File: config.mk
export PLATFORM = sky130hd
export DESIGN_NAME = count_sched
export DESIGN_NICKNAME = d
export VERILOG_FILES = /design/src/rtl/count_sched.sv
export SDC_FILE = /design/constraint.sdc
export NUM_CORES = 1
export LEC_CHECK = 0
export ABC_AREA = 1
export ABC_CLOCK_PERIOD_IN_PS = 2300
export BUFFER_PORTS_ARGS = -buffer_cell sky130_fd_sc_hd__buf_2
export CAP_MARGIN = 20
export CORE_UTILIZATION = 35
export CTS_BUF_LIST = sky130_fd_sc_hd__clkbuf_4 sky130_fd_sc_hd__clkbuf_8 sky130_fd_sc_hd__clkbuf_16
export DETAILED_ROUTE_END_ITERATION = 12
export SYNTH_ARGS = -nofsm -noshare
export SYNTH_HDL_FRONTEND = slang
export SYNTH_SLANG_ARGS = --single-unit
File: constraint.sdc
create_clock -name clk -period 2.3 [get_ports clk]
set_clock_uncertainty 0.1 [all_clocks]
set_input_delay 0.69 -clock clk [delete_from_list [all_inputs] [get_ports clk]]
set_output_delay 0.69 -clock clk [all_outputs]
set_load 0.01 [all_outputs]
File: src/rtl/count_sched.sv
// Round-robin scheduler that lends one shared W-bit up-counter to NREQ requesters.
// Latency: gnt 1 cycle after req seen in IDLE, done 3+target cycles after, next gnt 5+target.
// Backpressure: req is a held level; a grant runs to done or abort, others wait (no preemption).
module count_sched #(
  parameter int NREQ = 4,
  parameter int W    = 4
) (
  input  logic              clk,
  input  logic              rst_n,
  input  logic [NREQ-1:0]   req,
  input  logic [NREQ*W-1:0] len,
  output logic [NREQ-1:0]   gnt,
  output logic [NREQ-1:0]   done,
  output logic [W-1:0]      result,
  output logic              busy,
  output logic              cnt_clr,
  output logic              cnt_en,
  input  logic [W-1:0]      cnt_q
);

  localparam int PW = (NREQ > 1) ? $clog2(NREQ) : 1;

  typedef enum logic [1:0] {
    S_IDLE  = 2'd0,
    S_CLEAR = 2'd1,
    S_RUN   = 2'd2,
    S_DONE  = 2'd3
  } state_t;

  state_t          r_state;
  logic [NREQ-1:0] r_gnt;
  logic [NREQ-1:0] r_done;
  logic [W-1:0]    r_result;
  logic [PW-1:0]   r_ptr;
  logic [W-1:0]    r_target;

  logic            w_any;
  logic [PW-1:0]   w_win;
  logic [PW-1:0]   w_cand;
  logic [NREQ-1:0] w_win_oh;

  // Round-robin pick: first asserted req scanning upward from the one after the last winner
  always_comb begin
    w_any  = 1'b0;
    w_win  = '0;
    w_cand = '0;
    for (int k = 1; k <= NREQ; k++) begin
      w_cand = PW'((int'(r_ptr) + k) % NREQ);
      if (!w_any && req[w_cand]) begin
        w_any = 1'b1;
        w_win = w_cand;
      end
    end
  end

  // One-hot form of the winner, used to load the grant register
  always_comb begin
    w_win_oh        = '0;
    w_win_oh[w_win] = 1'b1;
  end

  // Scheduler FSM; r_ptr doubles as the index of the requester currently being served
  always_ff @(posedge clk or negedge rst_n) begin
    if (!rst_n) begin
      r_state  <= S_IDLE;
      r_gnt    <= '0;
      r_done   <= '0;
      r_result <= '0;
      r_ptr    <= PW'(NREQ - 1);
      r_target <= '0;
    end else begin
      case (r_state)
        S_IDLE: begin
          if (w_any) begin
            r_gnt    <= w_win_oh;
            r_target <= len[int'(w_win)*W +: W];
            r_ptr    <= w_win;
            r_state  <= S_CLEAR;
          end
        end
        S_CLEAR: begin
          r_state <= S_RUN;
        end
        S_RUN: begin
          // Abort wins over completion: a dropped request never sees done
          if (!req[r_ptr]) begin
            r_gnt   <= '0;
            r_state <= S_IDLE;
          end else if (cnt_q == r_target) begin
            r_done   <= r_gnt;
            r_result <= cnt_q;
            r_state  <= S_DONE;
          end
        end
        S_DONE: begin
          r_done  <= '0;
          r_gnt   <= '0;
          r_state <= S_IDLE;
        end
        default: begin
          r_state <= S_IDLE;
        end
      endcase
    end
  end

  // Counter controls decode straight from state so reset silences them without a clock
  assign cnt_clr = (r_state == S_CLEAR);
  assign cnt_en  = (r_state == S_RUN) && (cnt_q != r_target);
  assign busy    = (r_state != S_IDLE);

  assign gnt    = r_gnt;
  assign done   = r_done;
  assign result = r_result;

endmodule

==> tab_implementation.tex <==
\begin{tabular}{lr}
\hline
Metric & Value \\
\hline
\multicolumn{2}{l}{\textbf{Layout}} \\
\quad Number of diodes & 0 \\
\quad Non-filler instance count after layout & 280 \\
\quad Signed area change from the synthesized netlist to the final layout & 24.1\% \\
\quad Fraction of final layout cells with drive strength greater than 1 & 38.8\% \\
\quad Fill cells & 421 \\
\quad Final net count & 259 \\
\multicolumn{2}{l}{\textbf{Critical path}} \\
\quad Worst reg2reg path depth & 8 \\
\quad Critical path launch point type & input pin \\
\quad Arrival time of data at the critical path endpoint & 1460 ps \\
\quad Endpoint class of the critical path & output port \\
\quad Crit path kind & in -> out \\
\quad Highest fanout seen on the critical path & 3 \\
\quad Data required time of the worst path & 1510 ps \\
\multicolumn{2}{l}{\textbf{STA}} \\
\quad Upper clock frequency limit & 0.444 GHz \\
\quad Measured slew at the worst slew-check pin & 438 ps \\
\quad Worst relative slew slack & 70.8\% \\
\quad Final critical-path share of the clock period & 97.9\% \\
\quad Setup slack of the critical path after layout & 47.7 ps \\
\quad Unrepaired setup endpoints after global routing & yes \\
\quad Pins Over Slew Limit & 0 \\
\quad Final number of setup-violating endpoints & 0 \\
\quad Final min period & 2250 ps \\
\quad Endpoints failing hold & 0 \\
\multicolumn{2}{l}{\textbf{Logic synthesis}} \\
\quad Instance count of the mapped netlist & 186 \\
\quad Most frequent cell after synthesis & sky130\_fd\_sc\_hd\_\_nand2\_1 \\
\quad Number of flip-flops and latches in the synthesized netlist & 20 \\
\quad Register area share after synthesis & 36.2\% \\
\quad Asr flop ratio synth & 100\% \\
\quad Primary FF master, synth & sky130\_fd\_sc\_hd\_\_dfrtp\_1 \\
\quad Mean post-synth cell area & 7.46 um2 \\
\quad Largest cells by area after synthesis & sky130\_fd\_sc\_hd\_\_dfrtp\_1 32\%, sky130\_fd\_sc\_hd\_\_nand2\_1 18\%, sky130\_fd\_sc\_hd\_\_nand2\_2 8.6\% \\
\quad Number of distinct library cells after synthesis & 26 \\
\quad Ys Warns & 0 \\
\quad Post-synth EDFFs & 0 \\
\quad Top cell type's share of synthesized area & 32.5\% \\
\quad Cell type with the highest aggregate area in the netlist & sky130\_fd\_sc\_hd\_\_dfrtp\_1 \\
\quad Post-synth top cells & 67 x sky130\_fd\_sc\_hd\_\_nand2\_1, 19 x sky130\_fd\_sc\_hd\_\_nand2\_2, 18 x sky130\_fd\_sc\_hd\_\_dfrtp\_1 \\
\quad Area of the mapped netlist & 0.00139 mm2 \\
\quad Syn Nets & 212 \\
\multicolumn{2}{l}{\textbf{Floorplanning}} \\
\quad Area of the core region & 0.00374 mm2 \\
\quad I/O pin count & 41 \\
\quad Std cell rows & 22 \\
\quad Initial core utilization & 37.1\% \\
\quad Die height & 65.0 um \\
\quad Area enclosed by the die boundary & 0.00422 mm2 \\
\quad Horizontal die dimension & 65.0 um \\
\multicolumn{2}{l}{\textbf{GRT}} \\
\quad First-pass GRT wire length & 5240 um \\
\quad Antenna violations before repair & 0 \\
\quad Gr ovfl total & 0 \\
\quad Maximum number of pins on one net before global-route repair & 21 \\
\quad Via count of the first global-routing pass & 1143 \\
\quad Aggregate global-route resource usage & 15.9\% \\
\multicolumn{2}{l}{\textbf{Routing}} \\
\quad Vias per cell & 4.70 \\
\quad Routed WL per cell & 11.0 um \\
\quad Vias post-DR & 1315 \\
\quad 1st-iter DRT viols & 75 \\
\quad First-pass DRT Iterations & 4 \\
\quad Final Routed Wirelength & 3090 um \\
\quad Final routed DRC violation total & 0 \\
\quad Remaining antenna violation count & 0 \\
\multicolumn{2}{l}{\textbf{Power}} \\
\quad Leakage & 0.975 nW \\
\quad Peak supply drop & 0.000859 V \\
\quad Power density normalized to cell area & 1510 mW/mm2 \\
\multicolumn{2}{l}{\textbf{CTS}} \\
\quad CTS tree & built \\
\quad TritonCTS Sinks & 20 \\
\quad H-tree depth & 1 \\
\quad Clock buffer count from CTS & 3 \\
\quad Clock insertion delay at the later pin of the skew report & 260 ps \\
\quad Clock Tree Root & sky130\_fd\_sc\_hd\_\_clkbuf\_8 \\
\quad CTS clock-pin slew for the worst setup and hold paths & 70 ps \\
\quad Largest buffer count on any clock path & 2 \\
\multicolumn{2}{l}{\textbf{Placement}} \\
\quad Port Buf Inserts & 40 \\
\quad Dpl hpwl & 2340 um \\
\quad Final weighted congestion in routability-driven placement & 0.734 \\
\quad Cells after DPL & 272 \\
\quad Worst slack at placement & -24.5 ps \\
\multicolumn{2}{l}{\textbf{Min path}} \\
\quad Worst Hold Class & in -> async \\
\multicolumn{2}{l}{\textbf{Run status}} \\
\quad Run status & finished, final reports clean \\
\multicolumn{2}{l}{\textbf{Job}} \\
\quad Number of max-capacitance violations reported & 0 \\
\hline
\end{tabular}
-- report_power, final --
| group | leakage (nW) | total [W] | internal [W] | switching, W |
|---|---|---|---|---|
| Clock | 0.0288 | 0.000267 | 0.000152 | 0.000115 |
| Combinational | 0.687 | 0.00176 | 0.000627 | 0.00113 |
| Sequential | 0.259 | 0.000582 | 0.000483 | 0.0000987 |
| Total | 0.975 | 0.00261 | 0.00126 | 0.00134 |
-- placed cells by master, fill, tap and decap left out, drive strengths merged --
cell,n
clkbuf,4
nand2,89
o31ai,1
o22ai,1
inv,21
xor2,3
o21ai,11
a21oi,4
nor2,6
dfstp,2
nor3,1
nand3,18
or2,1
dfrtp,18
nand4,2
buf,45
mux2,4
a32o,1
-- path summary, 6_finish.rpt --
path	end	slack, ps	startpoint
max	cnt_en	50	cnt_q[0]
min	result[2]	270	rst_n
max reg2reg	result[0]	250	r_ptr[0]
min reg2reg	done[2]	380	done[2]
max in group asynchronous	r_ptr[1]	1500	rst_n
min in group clk	done[2]	380	done[2]
-- flip-flops by register name (all words and copies together), names as in the netlist --
register / flops
r_target: 4
done: 4
result: 4
gnt: 4
r_state: 2
r_ptr: 2
-- cells by family after synthesis --
group	Yosys count	share of synthesized area, %
xor gates and xnor gates	3	1.89
DFF	20	36.2
buffers and inverters	24	8.93
muxes	4	3.25
and+or+nand+nor	117	42.3
AOI/OAI and AO/OA	18	7.39
-- through the flow --
step           cell area, um2  setup TNS, ps  util [%]  hold slack, ps  total power, W
2_1_floorplan            1390              0         -             294         0.00199
3_5_place_dp             1620          -24.5      43.2             370         0.00228
5_1_grt                  1720          -9.88      46.0             303         0.00290
4_1_cts                  1690              0      45.1             279         0.00257
3_3_place_gp             1620          -14.2      43.2             368         0.00226
6_report                 1720              0      46.0             267         0.00261
-- area by class of cell --
type | count | area (um2) | share of cell area (%)
Clock buffer | 4 | 55.1 | 3.20
Inverter | 21 | 86.3 | 5.01
Multi-Input combinational cell | 142 | 769 | 44.7
Sequential cell | 20 | 503 | 29.2
Tap cell | 48 | 60.1 | 3.49
Timing Repair Buffer | 45 | 248 | 14.4
-- critical path, cell delays in order --
cell and delay (ps):
sky130_fd_sc_hd__buf_2 110, sky130_fd_sc_hd__or2_4 220, sky130_fd_sc_hd__a21oi_2 130, sky130_fd_sc_hd__nand2_2 80, sky130_fd_sc_hd__inv_2 60, sky130_fd_sc_hd__nor3_1 30
sky130_fd_sc_hd__buf_2 140
-- layer usage --
layer / wire (um) / vias up / global-route usage, %
met5: 0 / - / 0
met4: 51 / 0 / 5.83
met3: 119 / 5 / 1.06
met2: 1370 / 34 / 24.6
met1: 1550 / 593 / 22.9
li1: - / 683 / -
-- what timing repair did --
| action | in CTS | in global routing |
|---|---|---|
| pin swaps | 2 | 2 |
| buffers inserted | 1 | 3 |
| resized for setup | 2 | 2 |
| hold buffers | 0 | 0 |
| endpoints found under the setup margin | 1 | 7 |
No activity file was read; power rests on OpenSTA's default activity.
